$ cat src/rtl/seg_scan_ctrl_if.sv
// Bundle of display-source and pin-side signals for the seven-segment scanner.
// The master modport belongs to the debug data mux, the slave modport to the scanner.
interface seg_scan_ctrl_if #(
  parameter int N_DIGITS = 8,
  parameter int BRIGHT_W = 3
);
  localparam int IDX_W = (N_DIGITS > 1) ? $clog2(N_DIGITS) : 1;

  logic [4*N_DIGITS-1:0] data_in;
  logic [N_DIGITS-1:0]   dp_in;
  logic [N_DIGITS-1:0]   blank_in;
  logic                  load;
  logic                  lz_en;
  logic [BRIGHT_W-1:0]   brightness;
  logic [6:0]            seg;
  logic                  dp;
  logic [N_DIGITS-1:0]   an;
  logic [IDX_W-1:0]      digit_idx;
  logic                  frame_done;

  modport master (
    output data_in, dp_in, blank_in, load, lz_en, brightness,
    input  seg, dp, an, digit_idx, frame_done
  );

  modport slave (
    input  data_in, dp_in, blank_in, load, lz_en, brightness,
    output seg, dp, an, digit_idx, frame_done
  );
endinterface

$ cat src/rtl/seg_scan_ctrl.sv
// N-digit multiplexed seven-segment scanner with frame-aligned double buffering,
// leading-zero suppression, PWM brightness, anti-ghost blanking and pin polarity.
module seg_scan_ctrl #(
  parameter int N_DIGITS   = 8,
  parameter int TICK_LOG2  = 15,
  parameter int BRIGHT_W   = 3,
  parameter int BLANK_CYC  = 16,
  parameter int ACTIVE_LOW = 1
) (
  input  logic           clk,
  input  logic           reset,
  seg_scan_ctrl_if.slave bus
);
  localparam int IDX_W = (N_DIGITS > 1) ? $clog2(N_DIGITS) : 1;
  localparam logic [IDX_W-1:0]     LAST_IDX  = IDX_W'(N_DIGITS - 1);
  localparam logic [TICK_LOG2-1:0] BLANK_THR = TICK_LOG2'(BLANK_CYC);
  localparam logic                 POL       = (ACTIVE_LOW != 0);
  localparam logic [6:0]           SEG_POL   = {7{POL}};
  localparam logic [N_DIGITS-1:0]  AN_POL    = {N_DIGITS{POL}};
  localparam logic [N_DIGITS-1:0]  AN_ONE    = {{(N_DIGITS-1){1'b0}}, 1'b1};

  // Scan timing
  logic [TICK_LOG2-1:0]  tick_cnt_reg;
  logic [IDX_W-1:0]      idx_reg;

  // Pending buffer written by load, shadow buffer drives the display
  logic [4*N_DIGITS-1:0] pend_data_reg;
  logic [N_DIGITS-1:0]   pend_dp_reg;
  logic [N_DIGITS-1:0]   pend_blank_reg;
  logic                  pend_valid_reg;
  logic [4*N_DIGITS-1:0] shad_data_reg;
  logic [N_DIGITS-1:0]   shad_dp_reg;
  logic [N_DIGITS-1:0]   shad_blank_reg;

  // Pin registers
  logic [6:0]            seg_reg;
  logic                  dp_reg;
  logic [N_DIGITS-1:0]   an_reg;
  logic [IDX_W-1:0]      digit_idx_reg;
  logic                  frame_done_reg;

  logic                  slot_end;
  logic                  frame_end;
  logic [3:0]            shad_nib [N_DIGITS];
  logic [N_DIGITS-1:0]   dark;
  logic                  lit_win;
  logic                  digit_dark;
  logic [6:0]            seg_next;
  logic                  dp_next;
  logic [N_DIGITS-1:0]   an_next;

  function automatic logic [6:0] hex_to_seg(input logic [3:0] v);
    logic [6:0] s;
    case (v)
      4'h0:    s = 7'h3F;
      4'h1:    s = 7'h06;
      4'h2:    s = 7'h5B;
      4'h3:    s = 7'h4F;
      4'h4:    s = 7'h66;
      4'h5:    s = 7'h6D;
      4'h6:    s = 7'h7D;
      4'h7:    s = 7'h07;
      4'h8:    s = 7'h7F;
      4'h9:    s = 7'h6F;
      4'hA:    s = 7'h77;
      4'hB:    s = 7'h7C;
      4'hC:    s = 7'h39;
      4'hD:    s = 7'h5E;
      4'hE:    s = 7'h79;
      default: s = 7'h71;
    endcase
    return s;
  endfunction

  assign slot_end  = &tick_cnt_reg;
  assign frame_end = slot_end && (idx_reg == LAST_IDX);

  // A digit is a leading zero when it and every more significant nibble are zero;
  // digit 0 always stays visible so an all-zero value still shows "0".
  generate
    for (genvar gi = 0; gi < N_DIGITS; gi++) begin : g_digit
      assign shad_nib[gi] = shad_data_reg[4*gi +: 4];
      if (gi == 0) begin : g_lsd
        assign dark[gi] = shad_blank_reg[gi];
      end else begin : g_upper
        assign dark[gi] = shad_blank_reg[gi] |
                          (bus.lz_en & ~|shad_data_reg[4*N_DIGITS-1 : 4*gi]);
      end
    end
  endgenerate

  always_comb begin
    lit_win    = (tick_cnt_reg >= BLANK_THR) &&
                 (tick_cnt_reg[TICK_LOG2-1 -: BRIGHT_W] <= bus.brightness);
    digit_dark = dark[idx_reg];
    seg_next   = digit_dark ? 7'h00 : hex_to_seg(shad_nib[idx_reg]);
    dp_next    = !digit_dark && shad_dp_reg[idx_reg];
    an_next    = (!digit_dark && lit_win) ? (AN_ONE << idx_reg) : '0;
  end

  always_ff @(posedge clk) begin
    if (reset) begin
      tick_cnt_reg   <= '0;
      idx_reg        <= '0;
      pend_data_reg  <= '0;
      pend_dp_reg    <= '0;
      pend_blank_reg <= '0;
      pend_valid_reg <= 1'b0;
      shad_data_reg  <= '0;
      shad_dp_reg    <= '0;
      shad_blank_reg <= '0;
      seg_reg        <= SEG_POL;
      dp_reg         <= POL;
      an_reg         <= AN_POL;
      digit_idx_reg  <= '0;
      frame_done_reg <= 1'b0;
    end else begin
      tick_cnt_reg <= tick_cnt_reg + 1'b1;
      if (slot_end) begin
        idx_reg <= (idx_reg == LAST_IDX) ? '0 : idx_reg + 1'b1;
      end

      // Shadow only changes at the frame boundary; a load landing on that exact
      // cycle bypasses the pending buffer.
      if (frame_end && bus.load) begin
        shad_data_reg  <= bus.data_in;
        shad_dp_reg    <= bus.dp_in;
        shad_blank_reg <= bus.blank_in;
        pend_valid_reg <= 1'b0;
      end else if (frame_end && pend_valid_reg) begin
        shad_data_reg  <= pend_data_reg;
        shad_dp_reg    <= pend_dp_reg;
        shad_blank_reg <= pend_blank_reg;
        pend_valid_reg <= 1'b0;
      end else if (bus.load) begin
        pend_data_reg  <= bus.data_in;
        pend_dp_reg    <= bus.dp_in;
        pend_blank_reg <= bus.blank_in;
        pend_valid_reg <= 1'b1;
      end

      seg_reg        <= seg_next ^ SEG_POL;
      dp_reg         <= dp_next ^ POL;
      an_reg         <= an_next ^ AN_POL;
      digit_idx_reg  <= idx_reg;
      frame_done_reg <= frame_end;
    end
  end

  assign bus.seg        = seg_reg;
  assign bus.dp         = dp_reg;
  assign bus.an         = an_reg;
  assign bus.digit_idx  = digit_idx_reg;
  assign bus.frame_done = frame_done_reg;
endmodule

$ cat src/flat_wrapper.sv
// flat-port wrapper written by rule: the top's interface ports become plain ports
module seg_scan_ctrl_flat 
#(
  parameter int N_DIGITS   = 8,
  parameter int TICK_LOG2  = 15,
  parameter int BRIGHT_W   = 3,
  parameter int BLANK_CYC  = 16,
  parameter int ACTIVE_LOW = 1
)
  (clk, reset, bus_data_in, bus_dp_in, bus_blank_in, bus_load, bus_lz_en, bus_brightness, bus_seg, bus_dp, bus_an, bus_digit_idx, bus_frame_done);
  seg_scan_ctrl_if #(.N_DIGITS(N_DIGITS), .BRIGHT_W(BRIGHT_W)) bus_i ();
  input  logic clk;
  input  logic reset;
  input wire logic [$bits(bus_i.data_in)-1:0] bus_data_in;
  input wire logic [$bits(bus_i.dp_in)-1:0] bus_dp_in;
  input wire logic [$bits(bus_i.blank_in)-1:0] bus_blank_in;
  input wire logic [$bits(bus_i.load)-1:0] bus_load;
  input wire logic [$bits(bus_i.lz_en)-1:0] bus_lz_en;
  input wire logic [$bits(bus_i.brightness)-1:0] bus_brightness;
  output wire logic [$bits(bus_i.seg)-1:0] bus_seg;
  output wire logic [$bits(bus_i.dp)-1:0] bus_dp;
  output wire logic [$bits(bus_i.an)-1:0] bus_an;
  output wire logic [$bits(bus_i.digit_idx)-1:0] bus_digit_idx;
  output wire logic [$bits(bus_i.frame_done)-1:0] bus_frame_done;
  assign bus_i.data_in = bus_data_in;
  assign bus_i.dp_in = bus_dp_in;
  assign bus_i.blank_in = bus_blank_in;
  assign bus_i.load = bus_load;
  assign bus_i.lz_en = bus_lz_en;
  assign bus_i.brightness = bus_brightness;
  assign bus_seg = bus_i.seg;
  assign bus_dp = bus_i.dp;
  assign bus_an = bus_i.an;
  assign bus_digit_idx = bus_i.digit_idx;
  assign bus_frame_done = bus_i.frame_done;
  seg_scan_ctrl #(.N_DIGITS(N_DIGITS), .TICK_LOG2(TICK_LOG2), .BRIGHT_W(BRIGHT_W), .BLANK_CYC(BLANK_CYC), .ACTIVE_LOW(ACTIVE_LOW)) u_core (.clk(clk), .reset(reset), .bus(bus_i));
endmodule
$ cat config.mk
export PLATFORM = sky130hd
export DESIGN_NAME = seg_scan_ctrl_flat
export DESIGN_NICKNAME = d
export VERILOG_FILES = /design/src/rtl/seg_scan_ctrl_if.sv /design/src/rtl/seg_scan_ctrl.sv /design/src/flat_wrapper.sv
export SDC_FILE = /design/constraint.sdc
export NUM_CORES = 1
export LEC_CHECK = 0
export ABC_AREA = 1
export BUFFER_PORTS_ARGS = -buffer_cell sky130_fd_sc_hd__buf_2
export CAP_MARGIN = 20
export CORE_MARGIN = 3
export CORE_UTILIZATION = 51
export CTS_CLUSTER_SIZE = 14
export DETAILED_ROUTE_END_ITERATION = 6
export GPL_TIMING_DRIVEN = 1
export HOLD_SLACK_MARGIN = 0.12
export PLACE_DENSITY = 0.71
export SLEW_MARGIN = 20
export SYNTH_ARGS = -nofsm -noshare
export SYNTH_HDL_FRONTEND = slang
export SYNTH_SLANG_ARGS = --single-unit
export TNS_END_PERCENT = 5
$ cat constraint.sdc
create_clock -name clk -period 3.7 [get_ports clk]
set_clock_uncertainty 0.1 [all_clocks]
set_input_delay 0 -clock clk [delete_from_list [all_inputs] [get_ports clk]]
set_output_delay 0 -clock clk [all_outputs]
set_load 0.05 [all_outputs]
# After elaboration in Yosys (flattened, before gate mapping)
# Memories as Yosys holds them, arrays and structs flattened.
# Cells that the tools add are included.
dict set report totals {
  out_inout_bits 20
  reg_bits 135
  wordCells 84
  input_bits 55
  rom_bits 112
  n_memories 1
}
dict set report op_classes {
  shift 1
  n_bitwise 20
  add_sub_neg 2
  mux 16
  n_eq_ne 1
  n_lt_le_gt_ge 4
  n_reduce_logical 25
}
# memory depth width read_ports rd_clocked_by_memory_dff write_ports line
set mem_list {}
lappend mem_list {{(name not given)} 16 7 1 0 0 seg_scan_ctrl.sv:54} ;# case (v)
# op n
set ops {}
lappend ops {{32-bit 2-to-1 mux} 2}
lappend ops {{8-bit 2-to-1 mux} 5}
lappend ops {{28-bit OR reduction} 1}
lappend ops {{24-bit OR reduction} 1}
lappend ops {{20-bit OR reduction} 1}
lappend ops {{16-bit OR reduction} 1}
lappend ops {{15-bit by 1-bit adder with 15-bit output (second input constant)} 1}
lappend ops {{15-bit by 5-bit >= comparator with 1-bit output (second input constant)} 1}
lappend ops {{15-bit AND reduction} 1}
lappend ops {{4-bit binary-select mux with 3-bit select} 1}
lappend ops {{12-bit OR reduction} 1}
lappend ops {{1-bit logical NOT} 8}
lappend ops {{4-bit 2-to-1 mux} 2}
lappend ops {{8-bit inverter} 1}
lappend ops {{8-bit OR reduction} 1}
lappend ops {{1-bit by 3-bit << shifter with 8-bit output (first input constant)} 1}
lappend ops {{1-bit AND} 7}
lappend ops {{7-bit 2-to-1 mux} 1}
lappend ops {{7-bit inverter} 1}
lappend ops {{1-bit OR} 7}
lappend ops {{1-bit binary-select mux with 3-bit select} 2}
lappend ops {{1-bit logical AND} 6}
lappend ops {{4-bit >= comparator (second input constant)} 1}
lappend ops {{3-bit by 4-bit less-than comparator with 1-bit output (second input constant)} 1}
lappend ops {{other kinds (11)} 14}

# Depth between registers and ports, before layout
# Gate-level depths: netlist of the first run.
dict set report logic_depth {
  word_depth 10
  ltp_mapped 15
  depth_no_buf 14
}

# Worst setup path before layout of the first run
# No wires, ideal clock.
dict set report synth_timing {
  kind {reg2reg}
  from {register u_core.idx_reg[0]}
  to {register u_core.seg_reg[5], in the netlist u_core.bus.seg[5]}
  t_required_ps 3485
  arrival_time_ps 1868
  stages_incl_launch_ff 16
  period_less_slack_ps 2082
  setup_ps 115
  path_buffers 1
  setup_slack_ps 1618
  cell_sequence {dfxtp_1 inv_2 buf_2 nand2_1 nand2_1 nand2_1 o21ai_1 o21ai_0 inv_1 ha_1 nand3_1 nand2_1 nand2_1 nand2_1 nor2_1 nand2_1}
}
dict set report synth_via {
  elab_chain_len 7
  word_cells_on_any_way 9
  classes_between {6 x mux; 2 x bitwise; 1 x memory}
}
# element line
set synth_lines {}
lappend synth_lines {{start, declared} seg_scan_ctrl.sv:24} ;# logic [IDX_W-1:0] idx_reg;
lappend synth_lines {{start signal, assigned} seg_scan_ctrl.sv:120} ;# idx_reg <= (idx_reg == LAST_IDX) ? '0 : idx_reg + 1'b1;
lappend synth_lines {{3-bit inverter with 4-bit output (implied by the code)} seg_scan_ctrl.sv:96} ;# seg_next = digit_dark ? 7'h00 : hex_to_seg(shad_nib[idx_reg]);
lappend synth_lines {{4-bit binary-select mux with 3-bit select} seg_scan_ctrl.sv:96}
lappend synth_lines {{4-bit 2-to-1 mux (implied by the code) (2 in a row)} seg_scan_ctrl.sv:96}
lappend synth_lines {{memory 16 x 7 bit} --}
lappend synth_lines {{7-bit 2-to-1 mux *} seg_scan_ctrl.sv:96}
lappend synth_lines {{7-bit inverter (no line) *} --}
lappend synth_lines {{end signal, assigned} seg_scan_ctrl.sv:142} ;# seg_reg <= seg_next ^ SEG_POL;
lappend synth_lines {{end, declared} seg_scan_ctrl.sv:36} ;# logic [6:0] seg_reg;
# Every way passes the cells marked *; elsewhere a longest branch is shown, timed or not. The select of a mux whose other input is x is not followed.
# A chain may end at the register's enable or synchronous reset.

# Worst setup path in the final report of the first run
dict set report layout_timing {
  from {register u_core.idx_reg[1]}
  to {register u_core.seg_reg[3], in the netlist u_core.bus.seg[3]}
}
# The elaborated chain is that of the path after synthesis.

==> results of run 1 <==
-- logic make-up after synthesis --
group	count (synthesis)	share of synthesized area
XOR/XNOR	4	0.005413
buffers and inverters	148	0.1017
adder cells (fa/ha/maj)	17	0.03287
AND/OR/NAND/NOR	469	0.2894
flip-flops	135	0.4176
AO/OA/AOI/OAI	189	0.1529
-- worst max-delay path by stage --
stage,startpoint,end,cells past startpoint,slack [ns]
global placement,u_core.idx_reg[1],u_core.shad_data_reg[16],7,0.87
detailed placement,u_core.idx_reg[1],u_core.bus.seg[3],12,0.80
finish,u_core.idx_reg[1],u_core.bus.seg[3],12,0.76
global route,u_core.idx_reg[1],u_core.bus.seg[5],12,0.47
floorplan,u_core.idx_reg[0],u_core.bus.seg[5],15,1.62
CTS,u_core.idx_reg[1],u_core.shad_data_reg[24],7,0.77
-- per-layer routing --
layer | track usage | up-vias | routed length, um | share of wire
li1 | - | 3256 | - | -
met1 | 0.2910 | 2658 | 7224 | 0.49
met2 | 0.3506 | 145 | 6689 | 0.45
met3 | 0.05311 | 25 | 694 | 0.047
met4 | 0.07386 | 0 | 248 | 0.017
met5 | 0 | - | 0 | 0
-- cells in the final DEF (no fill, tap or decap), drive strengths merged --
cell type      n
dfxtp        135
clkbuf        21
nor3b          1
xor2           4
o22ai          1
clkinv         9
o21ai        117
a32o           2
clkinvlp       2
nand3b         2
nor3           4
buf           80
nor4           2
a31oi          1
o211ai         6
dlygate4sd3   58
nand2        242
bufinv         1
a21oi         61
nand3         48
o21a           1
or2            1
nand4          1
nor2         168
ha            17
inv           95
-- area by class of cell --
| type | instances | area (sq um) |
|---|---|---|
| multi-input cells | 679 | 3110 |
| well taps | 168 | 210.2 |
| repair buffers | 138 | 1008 |
| inverters | 96 | 360.3 |
| clock buffers | 21 | 470.5 |
| clock inverters | 11 | 100.1 |
| flip-flops and latches | 135 | 2703 |
| fillers | 1143 | 4249 |
-- per-stage QoR --
stage | util | area [sq um] | cells | power [mW] | hold WS (ns)
global placement | 0.5578 | 6812 | 1158 | 1.743 | 0.1543
detailed placement | 0.5578 | 6812 | 1158 | 1.747 | 0.1605
floorplan | - | 6471 | 962 | 1.684 | -0.01608
CTS | 0.6520 | 7963 | 1248 | 3.390 | 0.2525
finish | 0.6520 | 7963 | 1248 | 3.368 | 0.2667
global route | 0.6520 | 7963 | 1248 | 3.500 | 0.2801
-- power breakdown --
part | switching (mW) | leakage, nW | internal, mW | total, mW
combinational | 0.133 | 2.15 | 0.115 | 0.248
clock | 0.627 | 0.279 | 0.974 | 1.60
sequential | 0.0210 | 1.10 | 1.50 | 1.52
-- critical path, delay by kind of cell (launching register included) --
kind            cells  cell delay, ns
flops               1            0.65
buf+inv             2            0.62
simple gates        7            0.64
fa+ha+maj           1            0.25
compound gates      2            0.57
==> results.cfg, run 1 <==
[synth]
yosysTopAreaCell = dfxtp_1
synth_most_common_cell = nand2_1
ys_ff_latch = 135
synth_common_cells = 240 x nand2_1, 166 x nor2_1, 135 x dfxtp_1
synth_edf_count = 0
ys.flop_type = dfxtp_1
async_flop_share = 0
ys_seq_area_frac = 0.4176
syn_area_sq_um = 6471
yosysWarningCount = 0
synth_top_area_share = 0.4176
yosys.cell_types.count = 33
syn_nets = 1034
synthTopCellsByArea = dfxtp_1 42%, nand2_1 14%, nor2_1 9.6%, o21ai_0 7.6%, inv_1 5.2%
syn_avg_cell_area_sq_um = 6.727
syn_inst = 962

[cts]
post_cts_buffers = 0
worst_skew_pair.late_latency_ns = 0.43
cts_made_buffers = 17
cts_tree = done
ctsLongestPathBuffers = 2
cts_sinks = 135
htree_levels = 4
cts_root_buf = clkbuf_16
holdBufCountCts = 58
clk_pin_slew_worst_paths_ns = 0.06
cts_resized = 0

[sta]
slew_headroom = 0.4380
drv_slew = 0
tightest_slew_ns = 0.8417
finalSetupViolations = 0
rsz0062_at_grt = no
tns_ns = 0
timing.final.ws_setup_ns = 0.7553
min_period_over_period = 0.7959
fmax_ghz = 0.3396
layout_min_cycle_time_ns = 2.945
finalHoldViolCount = 0

[setup_path]
critical_path.cell_chain = inv_1, nand2_1, o21ai_1, o21ai_0, inv_1, ha_1, nand3_1, nand2_1, nand2_1, nand2_1, nor2_1, nand2_1
cp_max_fo = 15
reg2reg_from = u_core.idx_reg[1]
r2r_cells = 12
startpoint_type = register
worstSetupEndpointType = register
arrival_ns = 3.14
cp.required_ns = 3.89
crit_path_frequent_cell = nand2_1
r2r_setup_slack_ns = 0.76
crit_path_top_delay_cell = dfxtp_1
r2r-end = u_core.bus.seg[3]
crit_type = reg -> reg
max_stage_delay_ns = 0.65

[hold_path]
hold_class = in -> reg
worstHoldEndpoint = u_core.pend_data_reg[21]
hp-start = bus_data_in[21]
min_path_cells = 4

[drt]
first_pass_iters = 6
vias_per_cell = 4.875
drtIter0Drc = 437
detail-route-antenna-nets = 0
wire_per_inst_um = 11.90
route.vias.total = 6084
drc = 0
wl_um = 14860

[place]
dpl.hpwl_um = 9468
pre_cts_ws_ns = 0.8019
routabilityCongestion = 0.8833
port_buffers = 74

[die]
die_w_um = 118.6
io_pins = 75
start_util = 0.5299
die-area_sq_um = 14080
die_h_um = 118.6
std_cell_rows = 40
coreArea_sq_um = 12210

[layout]
area_growth_pct = 23.05
n_antenna_cell = 0
layout-drive-gt1-share = 0.1148
fin_nets = 1139

[run]
cap_viol_max_count = 0

[grt]
antenna_found_initial = 0
grt-ovfl-total = 0
grt_usage = 0.2195
grt_start_max_net_pins = 67
grt_pass1_wl_um = 25830
grt_pass1_vias = 5701

[outcome]
outcome = finished, final reports clean

[power]
pwr_density_cell_nw_per_um2 = 422.9
p_leak_nw = 3.537
peakVddDrop_v = 0.0003070
No activity file was read; power rests on OpenSTA's default activity.
==> run 2: changes to the inputs <==
- clock period: 3.7 -> 2.8 ns (I/O delays scaled with it)
==> run 2 against run 1 <==
  * Power rose by 33%
  * Global-route usage rose by 0.53 points
  * Worst hold slack improved by 0.0042 ns
  * First-iteration DRC count fell by 15%
  * Die area did not move
  * Sequential share of layout area barely moved
  * Sequential cell count did not move
  * Critical path depth fell by 1
  * Critical endpoint unchanged
  * Largest power group unchanged
==> results.cfg, run 2 (synthesis gave the netlist of run 1 again) <==
[setup_path]
arrival_ns = 2.59
crit_path_top_delay_cell = dfxtp_1
max_stage_delay_ns = 0.64
startpoint_type = register
cp_top_family = simple AND/OR/NAND/NOR gates
cp_max_fo = 15
cp_num_buf_inv = 1
worstSetupEndpointType = register
cp.required_ns = 3.00
crit_type = reg -> reg
critical_path.cell_chain = inv_1, nor2_1, o21ai_0, nand3_1, nand2_1, ha_1, nand3_1, nand3_1, nand2_1, nor2_1, nand2_1

[sta]
fmax_ghz = 0.4180
tightest_slew_ns = 0.8512
slew_headroom = 0.4325
min_period_over_period = 0.8544
finalSetupViolations = 0
rsz0062_at_grt = no
drv_slew = 0
layout_min_cycle_time_ns = 2.392
finalHoldViolCount = 0
tns_ns = 0

[cts]
cts_sinks = 135
ctsLongestPathBuffers = 2
worst_skew_pair.late_latency_ns = 0.42
cts_root_buf = clkbuf_16
cts_tree = done
cts_made_buffers = 17
clk_pin_slew_worst_paths_ns = 0.06
htree_levels = 4

[drt]
vias_per_cell = 4.808
drc = 0
detail-route-antenna-nets = 0
first_pass_iters = 5
wl_um = 14940
route.vias.total = 6005
drtIter0Drc = 373
wire_per_inst_um = 11.96

[die]
std_cell_rows = 40
die-area_sq_um = 14080
start_util = 0.5299
die_h_um = 118.6
die_w_um = 118.6
coreArea_sq_um = 12210
io_pins = 75

[power]
peakVddDrop_v = 0.0004010
power_mw = 4.489
p_leak_nw = 3.543
pwr_density_cell_nw_per_um2 = 564.0

[layout]
n_antenna_cell = 0
layout_common_cells = 240 x nand2_1, 166 x nor2_1, 135 x dfxtp_1, 98 x o21ai_0, 90 x inv_1
fillCellCount = 1173
layout-drive-gt1-share = 0.1203
fin_nets = 1140
mostFrequentLayoutCell = nand2_1
area_growth_pct = 23.01

[place]
routabilityCongestion = 0.8719
dpl.hpwl_um = 9596
port_buffers = 74

[grt]
grt-ovfl-total = 0
grt_pass1_vias = 5673
antenna_found_initial = 0
grt_start_max_net_pins = 67
grt_usage = 0.2247
grt_pass1_wl_um = 26260

[run]
cap_viol_max_count = 0

[hold_path]
hold_class = in -> reg

[outcome]
outcome = finished, final reports clean
-- run 2: cell count changes in the layout (fill, tap and decap cells not counted) --
cell,previous run,this run
dlygate4sd3_1,58,52
clkinvlp_4,2,3
bufinv_16,1,2
buf_4,5,12
clkbuf_8,3,1
clkinv_4,4,3
clkbuf_1,1,2
-- run 2: area by class of cell --
class / count / area [sq um] / share of cell area
Clock buffer: 20 / 446.7 / 0.05611
Multi-Input combinational cell: 679 / 3110 / 0.3908
Sequential cell: 135 / 2703 / 0.3395
Inverter: 96 / 360.3 / 0.04527
Tap cell: 168 / 210.2 / 0.02641
Timing Repair Buffer: 139 / 1001 / 0.1257
Clock inverter: 12 / 128.9 / 0.01619
-- run 2: final timing paths --
path | startpoint | slack, ns | cells past startpoint | end
setup / recovery | u_core.idx_reg[1] | 0.41 | 11 | u_core.bus.seg[3]
hold / removal | bus_blank_in[4] | 0.27 | 4 | u_core.pend_blank_reg[4]
setup reg to reg | u_core.idx_reg[1] | 0.41 | 11 | u_core.bus.seg[3]
hold reg to reg | u_core.shad_dp_reg[4] | 0.37 | 2 | u_core.shad_dp_reg[4]
-- run 2: power breakdown --
| part | total (mW) | internal (mW) | switching [mW] |
|---|---|---|---|
| combinational | 0.319 | 0.148 | 0.171 |
| sequential | 2.01 | 1.98 | 0.0280 |
| clock | 2.16 | 1.33 | 0.835 |
| total | 4.49 | 3.46 | 1.03 |
-- run 2: repair_timing --
item | 4_1_cts | 5_1_grt
setup buffers | 0 | 0
hold endpoints to repair | 101 | 0
gates resized for setup | 0 | 0
endpoints found under the setup margin | 0 | 0
hold buffers | 52 | 0
-- run 2: worst reg2reg max path: stages (launching register included) --
cell	delay [ns]
dfxtp_1	0.64
inv_1	0.28
nor2_1	0.14
o21ai_0	0.12
nand3_1	0.12
nand2_1	0.15
ha_1	0.34
nand3_1	0.08
nand3_1	0.11
nand2_1	0.06
nor2_1	0.08
nand2_1	0.05
-- run 2: per-stage QoR --
stage / hold WS [ns] / setup WS (ns) / instance area, sq um / util / std cells
2_1_floorplan: -0.01608 / 0.7176 / 6471 / - / 962
3_3_place_gp: 0.1523 / 0.4559 / 6864 / 0.5621 / 1165
3_5_place_dp: 0.1688 / 0.4379 / 6864 / 0.5621 / 1165
4_1_cts: 0.2533 / 0.4170 / 7960 / 0.6518 / 1249
5_1_grt: 0.2792 / 0.1741 / 7960 / 0.6518 / 1249
6_report: 0.2710 / 0.4077 / 7960 / 0.6518 / 1249
-- run 2: layer usage --
metal	routed length, um	up-vias	GRT usage
li1	-	3254	-
met1	7402	2629	0.3020
met2	6785	111	0.3560
met3	593	11	0.05694
met4	162	0	0.06807
met5	0	-	0
==> run 3: changes to the inputs <==
- ABC_AREA: 1 -> not set
- CTS_BUF_LIST: not set -> sky130_fd_sc_hd__clkbuf_2 sky130_fd_sc_hd__clkbuf_4 sky130_fd_sc_hd__clkbuf_8
==> run 3 against run 2 <==
  * Fmax fell by 8.3%
  * Worst setup slack worse by 0.22 ns
  * Register-to-register slack worse by 0.22 ns
  * Non-clock buffer count grew 2
  * Synthesized cell count shrank 26%
  * Final cell count fell by 20%
  * Clock-buffer cell count fell by 1
  * Routed wire length is 2.2% higher
  * Critical path depth fell by 4
  * Highest routed layer unchanged
==> results.cfg, run 3 <==
[outcome]
outcome = finished, final reports clean

[sta]
finalSetupViolations = 0
min_period_over_period = 0.9316
finalHoldViolCount = 0
fmax_ghz = 0.3834
rsz0062_at_grt = no
slew_headroom = 0.4587
tns_ns = 0
tightest_slew_ns = 0.8119
drv_slew = 0
layout_min_cycle_time_ns = 2.609

[die]
std_cell_rows = 40
start_util = 0.5300
io_pins = 75
coreArea_sq_um = 12210
die_h_um = 118.7
die-area_sq_um = 14080
die_w_um = 118.7

[synth]
synth_edf_count = 0
syn_nets = 787
yosysWarningCount = 0
syn_avg_cell_area_sq_um = 9.052
ys.flop_type = dfxtp_1
synth_common_cells = 135 x dfxtp_1, 113 x nand2_1, 61 x inv_1
synthTopCellsByArea = dfxtp_1 42%, mux2i_1 8.2%, nand2_1 6.6%, nand2b_1 4.8%, a221oi_2 4.6%
ys_seq_area_frac = 0.4176
synth_top_family_by_area = simple AND/OR/NAND/NOR gates
synth_simple_gate_area_frac = 0.1726
synth.mux.area_fraction = 0.1237
syn_inst = 715
async_flop_share = 0
synthXorXnorAreaFrac = 0.01488
syn_area_sq_um = 6472
synthAdderAreaFrac = 0.03286
yosys.cell_types.count = 49
ys_ff_latch = 135
yosysTopAreaCell = dfxtp_1
synth_compound_area_frac = 0.1668
synth_most_common_cell = dfxtp_1
synth_top_area_share = 0.4176

[cts]
cts_made_buffers = 17
post_cts_buffers = 0
worst_skew_pair.late_latency_ns = 0.45
clk_pin_slew_worst_paths_ns = 0.08
htree_levels = 4
cts_tree = done
cts_root_buf = clkbuf_8
ctsLongestPathBuffers = 2
cts_sinks = 135

[setup_path]
crit_type = reg -> reg
startpoint_type = register
arrival_ns = 2.85
cp_max_fo = 27
cp.required_ns = 3.04
worstSetupEndpointType = register

[grt]
grt_pass1_wl_um = 25050
grtUsageMet2 = 0.3623
grt_start_max_net_pins = 63
grt_pass1_vias = 5182
grt-ovfl-total = 0
gr-usage-met1 = 0.2741
top_usage_layer = met2
grtUsageMet3 = 0.05120
antenna_found_initial = 0
grt_usage = 0.2184

[layout]
n_antenna_cell = 0
area_growth_pct = 22.31
mostFrequentLayoutCell = dfxtp_1
layout_common_cells = 132 x dfxtp_1, 113 x nand2_1, 73 x buf_2, 61 x inv_1, 57 x a21oi_1
fin_nets = 895
stdcell_count = 1004
layout-drive-gt1-share = 0.2033
final_util = 0.6483

[place]
port_buffers = 74
dpl.hpwl_um = 10110
routabilityCongestion = 0.8831
dp.cells = 922

[power]
pwr_density_cell_nw_per_um2 = 512.8
p_leak_nw = 3.120
peakVddDrop_v = 0.0002690

[drt]
route.vias.total = 5477
wire_per_inst_um = 15.21
detail-route-antenna-nets = 0
vias_per_cell = 5.455
drtIter0Drc = 387
wl_um = 15280
drc = 0
first_pass_iters = 5

[run]
cap_viol_max_count = 0

[hold_path]
hold_class = in -> reg
[run 3: routing by layer]
layer | share of wire | vias to the layer above | routed length (um)
met4 | 0.024 | 0 | 374
met1 | 0.44 | 2577 | 6692
met2 | 0.48 | 167 | 7404
li1 | - | 2700 | -
met3 | 0.053 | 33 | 804
met5 | 0 | - | 0
[run 3: critical path, cell delays in order, from the launching register on]
cell	delay, ns
dfxtp_2	0.43
ha_1	0.21
ha_1	0.24
nand2_1	0.19
nor4_4	0.40
o21ai_4	0.27
buf_12	0.27
a221oi_1	0.36
[run 3: cell families (layout without fill, tap and decap cells)]
group	count (synthesis)	count (layout)
muxes	67	67
DFF	135	135
buffers and inverters	114	235
AOI/OAI and AO/OA	139	139
adders and majority gates	17	17
and+or+nand+nor	232	232
xor gates and xnor gates	11	11
[run 3: metrics by stage]
step	hold slack, ns	setup WS [ns]	cell area (sq um)	total power, mW
2_1_floorplan	0.03596	0.2202	6472	2.264
3_3_place_gp	0.1520	0.2222	6993	2.368
3_5_place_dp	0.1612	0.08262	6993	2.379
4_1_cts	0.1991	0.06954	7909	4.085
5_1_grt	0.2455	0.05281	7916	4.230
6_report	0.2190	0.1915	7916	4.059
[run 3: worst paths after layout]
check / end / slack (ns) / start / cells after the start
setup / recovery: u_core.shad_blank_reg[1] / 0.19 / u_core.idx_reg[1] / 7
hold / removal: u_core.bus.an[0] / 0.22 / bus_brightness[2] / 7
setup reg to reg: u_core.shad_blank_reg[1] / 0.19 / u_core.idx_reg[1] / 7
hold reg to reg: u_core.pend_data_reg[12] / 0.35 / u_core.pend_data_reg[12] / 2
[run 3: repair_timing]
| action | 4_1_cts | 5_1_grt |
|---|---|---|
| endpoints found under the hold margin | 97 | 0 |
| hold buffers | 50 | 0 |
| endpoints found under the setup margin | 0 | 13 |
| gates resized for setup | 0 | 4 |
[run 3: power breakdown]
part,internal (mW),switching [mW],leakage [nW],total [mW]
clock network,0.919,0.750,0.203,1.67
logic,0.180,0.221,1.82,0.402
registers,1.97,0.0217,1.10,1.99
[run 3: cell type report]
class                           instances  area [sq um]
Fill cell                            1007          4295
Multi-Input combinational cell        466          3338
Sequential cell                       135          2706
Timing Repair Buffer                  141          1013
Clock buffer                           19         261.5
Inverter                               62         232.7
Tap cell                              168         210.2
Clock inverter                         13         153.9
